<file path="config.mk">
export PLATFORM = sky130hd
export DESIGN_NAME = encode_m2
export DESIGN_NICKNAME = d
export VERILOG_FILES = /design/src/rtl/encode_m2.sv
export SDC_FILE = /design/constraint.sdc
export NUM_CORES = 1
export LEC_CHECK = 0
export BUFFER_PORTS_ARGS = -buffer_cell sky130_fd_sc_hd__clkbuf_2
export CORE_MARGIN = 1.5
export CORE_UTILIZATION = 64
export DETAILED_ROUTE_END_ITERATION = 7
export GPL_ROUTABILITY_DRIVEN = 1
export HOLD_SLACK_MARGIN = 0.15
export MAX_ROUTING_LAYER = met4
export PLACE_DENSITY_LB_ADDON = 0.25
export REMOVE_ABC_BUFFERS = 1
export SYNTH_ARGS = -nofsm -noshare
export SYNTH_HDL_FRONTEND = slang
export SYNTH_SLANG_ARGS = --single-unit
</file>
<file path="constraint.sdc">
create_clock -name clock_system -period 6.1 [get_ports clock_system]
set_clock_uncertainty 0.15 [all_clocks]
set_input_delay 1.83 -clock clock_system [delete_from_list [all_inputs] [get_ports clock_system]]
set_output_delay 1.83 -clock clock_system [all_outputs]
set_load 0.02 [all_outputs]
</file>
<file path="src/rtl/encode_m2.sv">
// encode_m2 : serial M2-line transmitter.
//
// Accepts a 16-bit word on a valid/ready handshake and sends one frame on a
// single wire: 3 high sync bits, then 16 data bits MSB first and one parity
// bit, each bi-phase encoded as a pair {b, ~b} (34 line bits). A forced-low
// gap of GAP_BITS line-bit periods follows every frame. Each line bit lasts
// BIT_CYCLES clock cycles.
//
// Parameters:
//   BIT_CYCLES  clock cycles per line bit (16..511)
//   GAP_BITS    line-bit periods of low gap after a frame (>= 2)
//   PARITY_ODD  0 = even parity over tx_data, 1 = odd parity
//
// Ports:
//   clock_system  in   system clock, rising edge
//   rst           in   asynchronous active-high reset
//   tx_data       in   word to send, sampled only on handshake
//   tx_valid      in   word available
//   tx_ready      out  idle and able to accept a word
//   m2_udo        out  registered serial line, idles low
//   frame_done    out  one-cycle pulse in the last cycle of the gap
module encode_m2 #(
  parameter int BIT_CYCLES = 288,
  parameter int GAP_BITS   = 4,
  parameter int PARITY_ODD = 0
) (
  input  logic        clock_system,
  input  logic        rst,
  input  logic [15:0] tx_data,
  input  logic        tx_valid,
  output logic        tx_ready,
  output logic        m2_udo,
  output logic        frame_done
);

  typedef enum logic [1:0] {IDLE, HEAD, DATA, GAP} state_t;

  localparam logic [8:0] LP_BIT_LAST = 9'(BIT_CYCLES - 1);
  localparam logic [8:0] LP_BIT_PRE  = 9'(BIT_CYCLES - 2);
  localparam logic [5:0] LP_GAP_LAST = 6'(GAP_BITS - 1);

  state_t      r_state;
  logic [8:0]  r_bitCnt;
  logic [5:0]  r_lineCnt;
  logic [33:0] r_shreg;
  logic        r_udo;
  logic        r_ready;
  logic        r_done;

  logic [33:0] w_load;
  logic        w_parity;
  logic        w_bitEnd;

  assign w_parity = (^tx_data) ^ 1'(PARITY_ODD);
  assign w_bitEnd = (r_bitCnt == LP_BIT_LAST);

  // Bi-phase image of the word: d[15] lands in [33:32], d[0] in [3:2],
  // and the parity pair closes the frame in [1:0].
  always_comb begin
    w_load = '0;
    for (int i = 0; i < 16; i++) begin
      w_load[2*i+3] = tx_data[i];
      w_load[2*i+2] = ~tx_data[i];
    end
    w_load[1] = w_parity;
    w_load[0] = ~w_parity;
  end

  // Frame sequencer. The line register is always loaded with the value of
  // the line bit that starts at this edge, so the output is one cycle behind
  // the decision but exactly aligned with the bit-period boundaries.
  // frame_done is raised one cycle early so that, being registered, it is
  // visible precisely during the last cycle of the gap.
  always_ff @(posedge clock_system or posedge rst) begin
    if (rst) begin
      r_state   <= IDLE;
      r_bitCnt  <= '0;
      r_lineCnt <= '0;
      r_shreg   <= '0;
      r_udo     <= 1'b0;
      r_ready   <= 1'b1;
      r_done    <= 1'b0;
    end else begin
      r_done <= 1'b0;
      case (r_state)
        IDLE: begin
          r_udo   <= 1'b0;
          r_ready <= 1'b1;
          if (tx_valid && r_ready) begin
            r_shreg   <= w_load;
            r_bitCnt  <= '0;
            r_lineCnt <= '0;
            r_udo     <= 1'b1;
            r_ready   <= 1'b0;
            r_state   <= HEAD;
          end
        end
        HEAD: begin
          if (w_bitEnd) begin
            r_bitCnt <= '0;
            if (r_lineCnt == 6'd2) begin
              r_lineCnt <= '0;
              r_udo     <= r_shreg[33];
              r_state   <= DATA;
            end else begin
              r_lineCnt <= r_lineCnt + 6'd1;
            end
          end else begin
            r_bitCnt <= r_bitCnt + 9'd1;
          end
        end
        DATA: begin
          if (w_bitEnd) begin
            r_bitCnt <= '0;
            r_shreg  <= {r_shreg[32:0], 1'b0};
            if (r_lineCnt == 6'd33) begin
              r_lineCnt <= '0;
              r_udo     <= 1'b0;
              r_state   <= GAP;
            end else begin
              r_lineCnt <= r_lineCnt + 6'd1;
              r_udo     <= r_shreg[32];
            end
          end else begin
            r_bitCnt <= r_bitCnt + 9'd1;
          end
        end
        GAP: begin
          r_udo <= 1'b0;
          if (w_bitEnd) begin
            r_bitCnt <= '0;
            if (r_lineCnt == LP_GAP_LAST) begin
              r_lineCnt <= '0;
              r_ready   <= 1'b1;
              r_state   <= IDLE;
            end else begin
              r_lineCnt <= r_lineCnt + 6'd1;
            end
          end else begin
            r_bitCnt <= r_bitCnt + 9'd1;
            if ((r_lineCnt == LP_GAP_LAST) && (r_bitCnt == LP_BIT_PRE)) begin
              r_done <= 1'b1;
            end
          end
        end
        default: begin
          r_state <= IDLE;
          r_udo   <= 1'b0;
          r_ready <= 1'b1;
        end
      endcase
    end
  end

  assign tx_ready   = r_ready;
  assign m2_udo     = r_udo;
  assign frame_done = r_done;

endmodule

</file>
After elaboration in Yosys (flattened, before gate mapping)
Index checks and enable logic that the tools add are counted.
{ "totals": {"output_inout_bits": 3, "elab_cells": 88, "inputBits": 19, "regBits": 54} }
{ "op_classes": {"n_reduce_logical": 12, "n_bitwise": 17, "add_sub_neg": 2, "eq_ne": 15, "n_mux": 35} }
{ "op_table": {"columns": ["cell", "count"], "rows": [
  ["two-way mux 34 bit", 2],
  ["one-hot mux 34 bit (2 select lines)", 1],
  ["two-way mux 6 bit", 7],
  ["one-hot mux 6 bit (4 select lines)", 1],
  ["== test 9 bit (second input constant)", 2],
  ["two-way mux 9 bit", 2],
  ["one-hot mux 9 bit (2 select lines)", 1],
  ["inverter 1 bit", 17],
  ["parity 16 bit", 1],
  ["two-way mux 2 bit", 7],
  ["inequality test 2 bit (second input constant)", 7],
  ["== test 6 x 2 -> 1 bit (second input constant)", 2],
  ["two-way mux 1 bit", 11],
  ["adder 9 x 1 -> 9 bit (second input constant)", 1],
  ["AND reduction 3 bit", 3],
  ["one-hot mux 2 bit (4 select lines)", 1],
  ["AND reduction 7 bit", 1],
  ["adder 6 x 1 -> 6 bit (second input constant)", 1],
  ["== test 6 bit (second input constant)", 1],
  ["== test 2 bit (second input constant)", 2],
  ["one-hot mux 1 bit (4 select lines)", 1],
  ["AND reduction 4 bit", 1],
  ["nonzero test 2 bit", 2],
  ["OR reduction 3 bit", 1],
  ["other kinds (4)", 5]
]} }

Longest topological paths before layout
Gate-level depths: netlist of the first run.
{ "depth": {"ltp_word": 5, "mapped_depth": 10, "mapped_depth_nobuf": 7} }

Worst setup path after synthesis of the first run
OpenSTA, ideal clock, no wires.
{ "synth_timing": {"path_kind": "input-to-reg", "startpoint": "input tx_data[13]", "endpoint": "register r_shreg[1]", "setup_slack_ns": 3.150, "arrival_ns": 2.674, "setup_time_ns": 0.126, "required_ns": 5.824, "cell_stages": 5, "path_cell_list": "xor2_1 xnor2_1 xnor2_1 xnor2_1 a221o_1"} }
{ "synth_via": {"elab_chain_cells": 3} }
{ "synth_rtl": {"columns": ["element", "line", "text"], "rows": [
  ["start: declaration", "29", "input logic [15:0] tx_data,"],
  ["parity 16 bit", "54", "assign w_parity = (^tx_data) ^ 1'(PARITY_ODD);"],
  ["two-way mux 34 bit", "89", "if (tx_valid && r_ready) begin"],
  ["one-hot mux 34 bit (2 select lines)", "85", "case (r_state)"],
  ["end signal: assignment", "90", "r_shreg <= w_load;"],
  ["end signal: assignment", "115", "r_shreg <= {r_shreg[32:0], 1'b0};"],
  ["end: declaration", "45", "logic [33:0] r_shreg;"]
]} }
Every way passes these cells. The select of a mux whose other input is x is not followed.
A chain may end at the register's enable or synchronous reset.

Worst setup path in the final report of the first run
{ "layout_timing": {"startpoint": "input tx_valid", "endpoint": "register r_shreg[1]"} }
{ "layout_via": {"elab_chain_cells": 3} }
{ "layout_rtl": {"columns": ["element", "line", "text"], "rows": [
  ["start: declaration", "30", "input logic tx_valid,"],
  ["logical AND 1 bit", "89", null],
  ["inequality test 2 bit (no line)", null, null],
  ["AND reduction 3 bit (no line)", null, null]
]} }
Every way passes these cells.

==> results of run 1 <==
kinds of logic (layout without fill, tap and decap cells):
group,count (synthesis),count (layout)
simple gates,104,104
mux,13,13
xor+xnor,17,17
fa+ha+maj,10,10
buf+inv,27,45
compound gates,91,91
flops,54,54
stage by stage:
stage / power [mW] / setup WS [ps]
final: 0.594 / 3040
after global routing: 0.620 / 2900
after CTS: 0.601 / 3050
after detailed placement: 0.413 / 2720
after global placement: 0.412 / 2790
after floorplan: 0.398 / 1170
registers in the layout, indices dropped and copies added (netlist names):
name and flops:
r_shreg 34, r_bitCnt 9, r_lineCnt 6, r_state 2, frame_done 1, m2_udo 1
tx_ready 1
layer usage:
layer,share of wire [%],vias up,wire [um]
met5,0,-,0
met4,1.6,0,84
met3,3.3,9,174
met2,48,44,2510
met1,47,1047,2430
li1,-,1131,-
report_power, final:
group	internal [mW]	total [mW]	switching (mW)
combinational	0.0212	0.0474	0.0262
clock	0.0818	0.189	0.107
sequential	0.358	0.358	0
total	0.461	0.594	0.133
cell usage after synthesis (3+ instances only):
library cell and count:
dfrtp_1 53, a21oi_1 14, xnor2_1 14, o31ai_1 6, a211oi_1 3, nor2_1 26, mux2i_1 12, a31oi_1 9
o21ai_0 46, and3_1 4, nand3_1 8, ha_1 10, nand2_1 52, buf_2 5, o21ai_2 3, xor2_1 3
inv_1 14, clkbuf_1 7
worst register-to-register path, cell delays in order, from the launching register on:
cell and delay (ps):
dfrtp_1 410, inv_1 130, ha_1 180, buf_4 430, nor2_1 180, o21ai_4 860
nor2_1 80, a221o_1 340
layout make-up:
cell class | count | share of cell area, %
tap | 52 | 2.10
clock buffer | 8 | 2.59
multi-input combinational | 235 | 46.0
timing repair buffer | 23 | 3.88
sequential | 54 | 43.7
inverter | 14 | 1.70
how the worst max path moves through the flow:
stage	to	slack (ps)	cells past startpoint	startpoint
2_1_floorplan	r_shreg[10]$_DFFE_PP0P_	1170	5	r_state[0]$_DFFE_PP0P_
3_3_place_gp	r_shreg[1]$_DFFE_PP0P_	2790	6	tx_valid
3_5_place_dp	r_shreg[1]$_DFFE_PP0P_	2720	6	tx_valid
4_1_cts	r_shreg[1]$_DFFE_PP0P_	3050	6	tx_valid
5_1_grt	r_shreg[1]$_DFFE_PP0P_	2900	6	tx_valid
6_report	r_shreg[1]$_DFFE_PP0P_	3040	6	tx_valid
==> run_results.csv, run 1 <==
group,metric,value,unit
run_status,status,"complete, no violations",
timing,post-route-period-util,50.1,%
finish,area.growth.synth_to_final,7.43,%
placed_design,postPlaceCellArea,0.00302,mm^2
finish,seqCellArea,0.00135,mm^2
yosys,yosys.area.top_type,"dfrtp_1",
detailed_routing,wl_per_cell,13.5,um
grt,grt_max_degree,57,
detailed_routing,vias,2231,
power_and_ir_drop,vdd_drop_max,0.159,mV
setup_path,startpoint_type,"primary input",
cts,cts_resized,0,
detailed_routing,routed_via_density,5.78,
setup_path,critical_path_class,"primary input to flip-flop",
timing,setup_tns,0,ps
timing,setup_violations,0,
finish,drive_gt1_share,12.3,%
detailed_routing,wl,5.20,mm
grt,grt_pass1_wl,9.38,mm
run,max_cap_violations,0,
yosys,synth_cell_types,40,
cts,cts_hold_buf,0,
timing,final-hold-violation-count,0,
setup_path,rr_startpoint,"r_state[0]$_DFFE_PP0P_",
placed_design,dp_cells,378,
yosys,postSynthCellCount,316,
power_and_ir_drop,leakagePower,1.37,nW
setup_path,rr_endpoint,"r_shreg[1]$_DFFE_PP0P_",
detailed_routing,route.detailed.drc,0,
floorplan,coreArea,0.00435,mm^2
setup_path,critPathCaptureType,"flip-flop",
setup_path,path_common_cell,"nand2_1",
setup_path,path_max_fanout,56,
setup_path,cp.arrival,3100,ps
timing,fmax,327,MHz
worst_hold_path,hp-start,"r_shreg[0]$_DFFE_PP0P_",
timing,relSlewSlack,28.5,%
finish,nNetsFinal,362,
grt,grt_use_met3,5.19,%
finish,final_cell_mix,"53 x dfrtp_1, 52 x nand2_1, 45 x o21ai_0, 26 x nor2_1, 21 x clkbuf_2",
worst_hold_path,whs_path_depth,2,
placed_design,port_buffers,21,
timing,maxSlewViolCount,0,
cts,htreeDepth,2,
yosys,synth_seq_area_share,46.9,%
yosys,synth-edff-count,0,
setup_path,crit_required,6140,ps
floorplan,floorplan.initialDensity,66.2,%
yosys,synth_top_area_share,46.0,%
cts,clk_latency,300,ps
cts,clkSlewWorstSetupHoldPaths,90,ps
finish,fin_cells,386,
finish,final_area,0.00310,mm^2
yosys,synth_ff_type,"dfrtp_1",
timing,period_needed,3060,ps
placed_design,dp_hpwl,3.61,mm
floorplan,num_rows,24,
setup_path,crit_buf_inv,1,
grt,antenna_found_initial,0,
detailed_routing,dr.pass1.iters,4,
finish,diodes,0,
finish,final_common_cell,"dfrtp_1",
setup_path,r2r_cells,7,
cts,root_buffer,"clkbuf_8",
setup_path,cp_cell_sequence,"clkbuf_2, nand2_1, nand2_1, o21ai_4, nor2_1, a221o_1",
timing,worst_hold_slack,329,ps
grt,gr-usage-met1,32.0,%
grt,grt_overflow,0,
setup_path,critical_path.slowest_cell,"o21ai_4",
detailed_routing,postRouteAntennaNets,0,
floorplan,die_area,0.00491,mm^2
finish,multiInputGateArea,0.00143,mm^2
grt,grt.total_usage,24.4,%
cts,clockBufferDepth,2,
cts,cts_tree,"done",
timing,rsz0062_at_grt,"no",
yosys,yosys.area_share.adder,4.34,%
finish,fillers,330,
yosys,synth.mux.area_fraction,4.56,%
detailed_routing,drt_iter0_markers,153,
grt,met2_usage,38.3,%
cts,clock_sinks,54,
grt,grt_pass1_vias,2093,
setup_path,r2r_setup_slack,3240,ps
yosys,netlist_top_cells_area,"dfrtp_1 46%, o21ai_0 8.0%, nand2_1 6.8%, ha_1 4.3%, xnor2_1 4.3%",
placed_design,place_congestion,0.873,
power_and_ir_drop,p_per_area,192,mW/mm^2
yosys,yosys.area_share.simple,16.5,%
worst_hold_path,whs_endpoint,"r_shreg[0]$_DFFE_PP0P_",
yosys,syn_avg_cell_area,9.12,um^2
yosys,yosysWarnings,0,
yosys,synth-xor-area-share,5.17,%
setup_path,slowest_delay,460,ps
worst_hold_path,hp-class,"flip-flop to flip-flop",
floorplan,die_w,70.1,um
yosys,synth_top_family_by_area,"compound AO/OA/AOI/OAI gates",
timing,worst_pin_slew,1070,ps
cts,cts_buffers,5,
grt,grt-busiest-layer,"met2",
yosys,synth_area,0.00288,mm^2
yosys,synth_seq_cells,54,
floorplan,fp.dieH,70.1,um
cts,cts_setup_buffers,0,
yosys,synth_compound_area_share,18.5,%
finish,fin_util,71.1,%
floorplan,ios,22,
yosys,async_flop_share,100,%
setup_path,critPathTopFamily,"compound AO/OA/AOI/OAI gates",
No activity file was read; power rests on OpenSTA's default activity.
==> run 2, diff against run 1 <==
- CORE_UTILIZATION: 64 -> 60
- clock period: 6.1 -> 2.86 ns (I/O delays scaled with it)
==> run 2 against run 1 <==
Compared with the run above:
- power increased by 120%
- sequential share of layout area down 0.71 points
- setup slack worse by 2600 ps
- first-iteration DRC count decreased by 27%
- count of clock-buffer cells in the layout fell by 1
- design area rose by 1.7%
- combinational power grew 110%
- largest cell class unchanged
- wire length rose by 0.40%
==> run_results.csv, run 2 (same netlist as run 1, synthesis figures left out) <==
group,metric,value,unit
placed_design,dp_hpwl,3.64,mm
cts,cts_hold_buf,0,
setup_path,r2r_cells,6,
timing,setup_tns,0,ps
setup_path,path_max_fanout,33,
placed_design,port_buffers,21,
detailed_routing,routed_via_density,5.74,
setup_path,cp_cell_sequence,"ha_1, nand3_1, nor4_2, o21ai_4, buf_4, o21ai_0",
floorplan,die_area,0.00523,mm^2
power_and_ir_drop,power_frac_clock,33.3,%
cts,clockBufferDepth,2,
setup_path,critical_path.slowest_cell,"o21ai_4",
cts,cts_setup_buffers,0,
floorplan,die_w,72.3,um
finish,largest_register_ff_count,34,
power_and_ir_drop,p_per_area,411,mW/mm^2
floorplan,ios,22,
run,max_cap_violations,0,
detailed_routing,route.detailed.drc,0,
detailed_routing,wl,5.22,mm
worst_hold_path,hp-class,"flip-flop to flip-flop",
power_and_ir_drop,comb_power_share,7.8,%
finish,final_common_cell,"dfrtp_1",
cts,clock_sinks,54,
setup_path,critPathCaptureType,"flip-flop",
worst_hold_path,whs_path_depth,2,
finish,drive_gt1_share,14.2,%
finish,final_cell_mix,"53 x dfrtp_1, 52 x nand2_1, 45 x o21ai_0, 26 x nor2_1, 21 x clkbuf_2",
power_and_ir_drop,vdd_drop_max,0.403,mV
detailed_routing,drt_iter0_markers,112,
detailed_routing,vias,2257,
detailed_routing,postRouteAntennaNets,0,
run_status,status,"complete, no violations",
finish,largestRegisters,"r_shreg (34), r_bitCnt (9), r_lineCnt (6)",
grt,grt_pass1_wl,9.14,mm
setup_path,crit_required,2880,ps
grt,grt_overflow,0,
setup_path,cp.arrival,2390,ps
grt,antenna_found_initial,0,
floorplan,num_rows,25,
cts,root_buffer,"clkbuf_8",
power_and_ir_drop,switching_power,0.290,mW
setup_path,startpoint_type,"flip-flop",
floorplan,coreArea,0.00466,mm^2
timing,maxSlewViolCount,0,
power_and_ir_drop,p_int,1.00,mW
power_and_ir_drop,p_sw_share,22.4,%
finish,fillers,380,
cts,cts_tree,"done",
detailed_routing,dr.pass1.iters,4,
power_and_ir_drop,leakagePower,1.40,nW
grt,grt_max_degree,55,
finish,nNetsFinal,367,
finish,diodes,0,
finish,regMostFlops,"r_shreg",
floorplan,floorplan.initialDensity,61.8,%
placed_design,place_congestion,0.875,
power_and_ir_drop,pwr-share-seq,58.9,%
finish,fin_cells,393,
timing,relSlewSlack,54.2,%
cts,cts_buffers,5,
grt,grt_pass1_vias,2091,
setup_path,slowest_delay,580,ps
timing,final-hold-violation-count,0,
timing,fmax,422,MHz
floorplan,fp.dieH,72.3,um
cts,clkSlewWorstSetupHoldPaths,100,ps
placed_design,dp_cells,385,
timing,post-route-period-util,82.8,%
grt,grt.total_usage,22.6,%
setup_path,critical_path_class,"flip-flop to flip-flop",
timing,rsz0062_at_grt,"no",
cts,htreeDepth,2,
finish,area.growth.synth_to_final,9.21,%
timing,setup_violations,0,
timing,period_needed,2370,ps
finish,fin_util,67.5,%
cts,cts_resized,0,
timing,worst_pin_slew,678,ps
cts,clk_latency,300,ps
detailed_routing,wl_per_cell,13.3,um
run 2: cell types whose count changed in the layout (fill, tap and decap cells not counted):
cell,delta
clkbuf_1,-2
clkinv_2,+1
buf_4,+5
clkbuf_8,+1
run 2: cell type report:
cell class,count,area (um^2),area share [%]
multi-input combinational,235,1430,45.3
sequential,54,1350,43.0
timing repair buffer,28,158,5.01
clock buffer,7,86.3,2.74
tap,54,67.6,2.15
inverter,14,52.6,1.67
clock inverter,1,5.00,0.159
run 2: per-layer routing:
metal / part of all wire (%) / vias to the layer above / wire [um] / track usage, %
li1: - / 1139 / - / -
met1: 49 / 1079 / 2530 / 30.6
met2: 48 / 35 / 2490 / 35.3
met3: 2.9 / 4 / 151 / 3.47
met4: 0.84 / 0 / 44 / 7.55
met5: 0 / - / 0 / -
run 2: through the flow:
| step | cell area, um^2 | hold slack [ps] | setup WS [ps] | power, mW |
|---|---|---|---|---|
| 5_1_grt | 3150 | 371 | 254 | 1.34 |
| 3_3_place_gp | 3060 | 308 | 524 | 0.880 |
| 4_1_cts | 3150 | 330 | 496 | 1.31 |
| 6_report | 3150 | 328 | 491 | 1.29 |
| 2_1_floorplan | 2820 | 290 | -2070 | 0.848 |
| 3_5_place_dp | 3060 | 310 | 496 | 0.880 |
run 2: power by group through the flow:
stage                     sequential [mW]  clock [mW]  combinational, mW
after floorplan                     0.778           0             0.0703
after global placement              0.778           0              0.102
after detailed placement            0.778           0              0.102
after CTS                           0.763       0.441              0.103
after global routing                0.763       0.462              0.115
final                               0.763       0.431              0.101
run 2: worst paths after layout:
| path | endpoint | slack (ps) | start |
|---|---|---|---|
| max reg2reg | r_shreg[28]$_DFFE_PP0P_ | 490 | r_bitCnt[0]$_DFFE_PP0N_ |
| max in group asynchronous | r_shreg[31]$_DFFE_PP0P_ | 1550 | rst |
| min reg2reg | r_shreg[0]$_DFFE_PP0P_ | 330 | r_shreg[0]$_DFFE_PP0P_ |
| min in group asynchronous | r_bitCnt[6]$_DFFE_PP0N_ | 550 | rst |
| min | r_shreg[0]$_DFFE_PP0P_ | 330 | r_shreg[0]$_DFFE_PP0P_ |
| max | r_shreg[28]$_DFFE_PP0P_ | 490 | r_bitCnt[0]$_DFFE_PP0N_ |
run 2: worst max-delay path, delay by kind of cell, from the launching register on:
| kind | cells | cell delay, ps |
|---|---|---|
| AO/OA/AOI/OAI | 2 | 720 |
| AND/OR/NAND/NOR | 2 | 300 |
| adder cells (fa/ha/maj) | 1 | 270 |
| flip-flops | 1 | 440 |
| buffers and inverters | 1 | 350 |
==> run 3, diff against run 2 <==
- CORE_UTILIZATION: 60 -> 54
- clock period: 2.86 -> 2.1 ns (I/O delays scaled with it)
==> run 3 against run 2 <==
Compared with the run above:
- sequential share of layout area shrank 2.9 points
- wire length is 7.7% higher
- count of clock-buffer cells in the layout up 1
- flip-flop and latch count did not move
- power is 43% higher
- core utilization is 1.8 points lower
- design area rose by 7.3%
==> run_results.csv, run 3 (same netlist as run 1, synthesis figures left out) <==
group,metric,value,unit
run_status,status,"complete, no violations",
floorplan,num_rows,26,
finish,final_area,0.00338,mm^2
timing,fmax,492,MHz
power_and_ir_drop,power.total,1.85,mW
setup_path,crit_required,2140,ps
setup_path,critPathLaunch,"r_lineCnt[3]$_DFFE_PP0P_",
finish,drive_gt1_share,19.8,%
timing,setup_tns,0,ps
timing,worst_hold_slack,328,ps
power_and_ir_drop,switching_power,0.410,mW
setup_path,r2r_cells,5,
power_and_ir_drop,p_sw_share,22.2,%
cts,root_buffer,"clkbuf_8",
setup_path,crit_end,"r_state[1]$_DFFE_PP0P_",
floorplan,floorplan.initialDensity,56.1,%
detailed_routing,routed_via_density,5.38,
power_and_ir_drop,comb_power_share,7.9,%
timing,setup_violations,0,
timing,post-route-period-util,96.8,%
cts,cts_tree,"done",
grt,antenna_found_initial,0,
setup_path,cp_cell_sequence,"or4_4, o21ai_2, nand3_1, nor2_2, mux2_1",
finish,regMostFlops,"r_shreg",
setup_path,rr_endpoint,"r_state[1]$_DFFE_PP0P_",
worst_hold_path,hp-start,"m2_udo$_DFFE_PP0P_",
setup_path,critical_path.slowest_cell,"or4_4",
grt,grt_pass1_wl,9.61,mm
detailed_routing,postRouteAntennaNets,0,
grt,grt.total_usage,20.9,%
timing,maxSlewViolCount,0,
setup_path,critical_path_class,"flip-flop to flip-flop",
timing,relSlewSlack,64.4,%
grt,grt_overflow,0,
cts,clkSlewWorstSetupHoldPaths,90,ps
detailed_routing,wl,5.62,mm
cts,clock_sinks,54,
finish,largest_register_ff_count,34,
setup_path,cp.arrival,2070,ps
setup_path,path_max_fanout,5,
detailed_routing,vias,2282,
power_and_ir_drop,p_int,1.44,mW
timing,period_needed,2030,ps
grt,grt_pass1_vias,2179,
floorplan,fp.dieH,76.1,um
floorplan,coreArea,0.00514,mm^2
setup_path,startpoint_type,"flip-flop",
finish,fin_util,65.7,%
setup_path,r2r_setup_slack,70,ps
power_and_ir_drop,p_per_area,547,mW/mm^2
detailed_routing,dr.pass1.iters,4,
finish,diodes,0,
finish,nNetsFinal,382,
power_and_ir_drop,vdd_drop_max,0.410,mV
floorplan,ios,22,
worst_hold_path,hp-class,"flip-flop to flip-flop",
floorplan,die_area,0.00578,mm^2
run,max_cap_violations,0,
grt,grt_max_degree,43,
power_and_ir_drop,leakagePower,1.49,nW
cts,clk_latency,300,ps
placed_design,dp_hpwl,4.00,mm
finish,final_cell_mix,"52 x nand2_1, 52 x dfrtp_1, 45 x o21ai_0, 26 x nor2_1, 21 x clkbuf_2",
power_and_ir_drop,pwr-share-seq,56.2,%
placed_design,place_congestion,0.872,
cts,cts_buffers,5,
finish,area.growth.synth_to_final,17.2,%
detailed_routing,route.detailed.drc,0,
timing,worst_pin_slew,531,ps
placed_design,postPlaceCellArea,0.00320,mm^2
finish,largestRegisters,"r_shreg (34), r_bitCnt (9), r_lineCnt (6)",
timing,final-hold-violation-count,0,
power_and_ir_drop,power_frac_clock,35.9,%
detailed_routing,wl_per_cell,13.3,um
detailed_routing,drt_iter0_markers,116,
floorplan,die_w,76.1,um
cts,htreeDepth,2,
placed_design,port_buffers,21,
setup_path,slowest_delay,570,ps
setup_path,rr_startpoint,"r_lineCnt[3]$_DFFE_PP0P_",
setup_path,critPathCaptureType,"flip-flop",
cts,clockBufferDepth,2,
run 3: worst min-delay path by stage:
| stage | end | slack [ps] | cells after the start |
|---|---|---|---|
| 2_1_floorplan | r_shreg[0]$_DFFE_PP0P_ | 290 | 2 |
| 3_3_place_gp | r_shreg[28]$_DFFE_PP0P_ | 310 | 2 |
| 4_1_cts | r_shreg[0]$_DFFE_PP0P_ | 330 | 2 |
| 5_1_grt | r_shreg[0]$_DFFE_PP0P_ | 350 | 2 |
| 6_report | m2_udo$_DFFE_PP0P_ | 330 | 2 |
| 3_5_place_dp | r_shreg[0]$_DFFE_PP0P_ | 310 | 2 |
run 3: final cells by class:
cell class	count	area, um^2
Fill cell	456	1760
Multi-Input combinational cell	235	1480
Sequential cell	54	1350
Timing Repair Buffer	43	289
Clock buffer	8	110
Tap cell	70	87.6
Inverter	14	52.6
run 3: layer usage:
layer	global-route usage [%]	share of wire, %	vias to the layer above
li1	-	-	1172
met1	27.8	49	1069
met2	32.8	47	37
met3	3.47	2.8	4
met4	7.04	0.91	0
met5	-	0	-
run 3: metrics by stage:
stage / worst slack (ps) / instances
6_report: 67.5 / 424
5_1_grt: -2.00 / 424
4_1_cts: 1.01 / 424
3_5_place_dp: -4.66 / 415
3_3_place_gp: 25.3 / 415
2_1_floorplan: -2830 / 303
run 3: critical path, delay by kind of cell (launching register included):
| kind | cells | cell delay (ps) |
|---|---|---|
| AND/OR/NAND/NOR | 3 | 820 |
| flip-flops | 1 | 450 |
| AO/OA/AOI/OAI | 1 | 190 |
| multiplexers | 1 | 330 |
run 3: power groups by stage:
stage	clock [mW]	combinational (mW)	sequential, mW
after floorplan	0	0.0957	1.06
after global placement	0	0.143	1.06
after detailed placement	0	0.146	1.06
after CTS	0.682	0.148	1.04
after global routing	0.722	0.161	1.04
final	0.663	0.146	1.04
run 3: repair_timing:
| action | 4_1_cts | 5_1_grt |
|---|---|---|
| hold buffers | 1 | 0 |
| setup buffers | 0 | 0 |
| endpoints found under the setup margin | 8 | 39 |
| pin swaps | 0 | 1 |
| gates resized for setup | 2 | 8 |
| hold endpoints to repair | 11 | 0 |
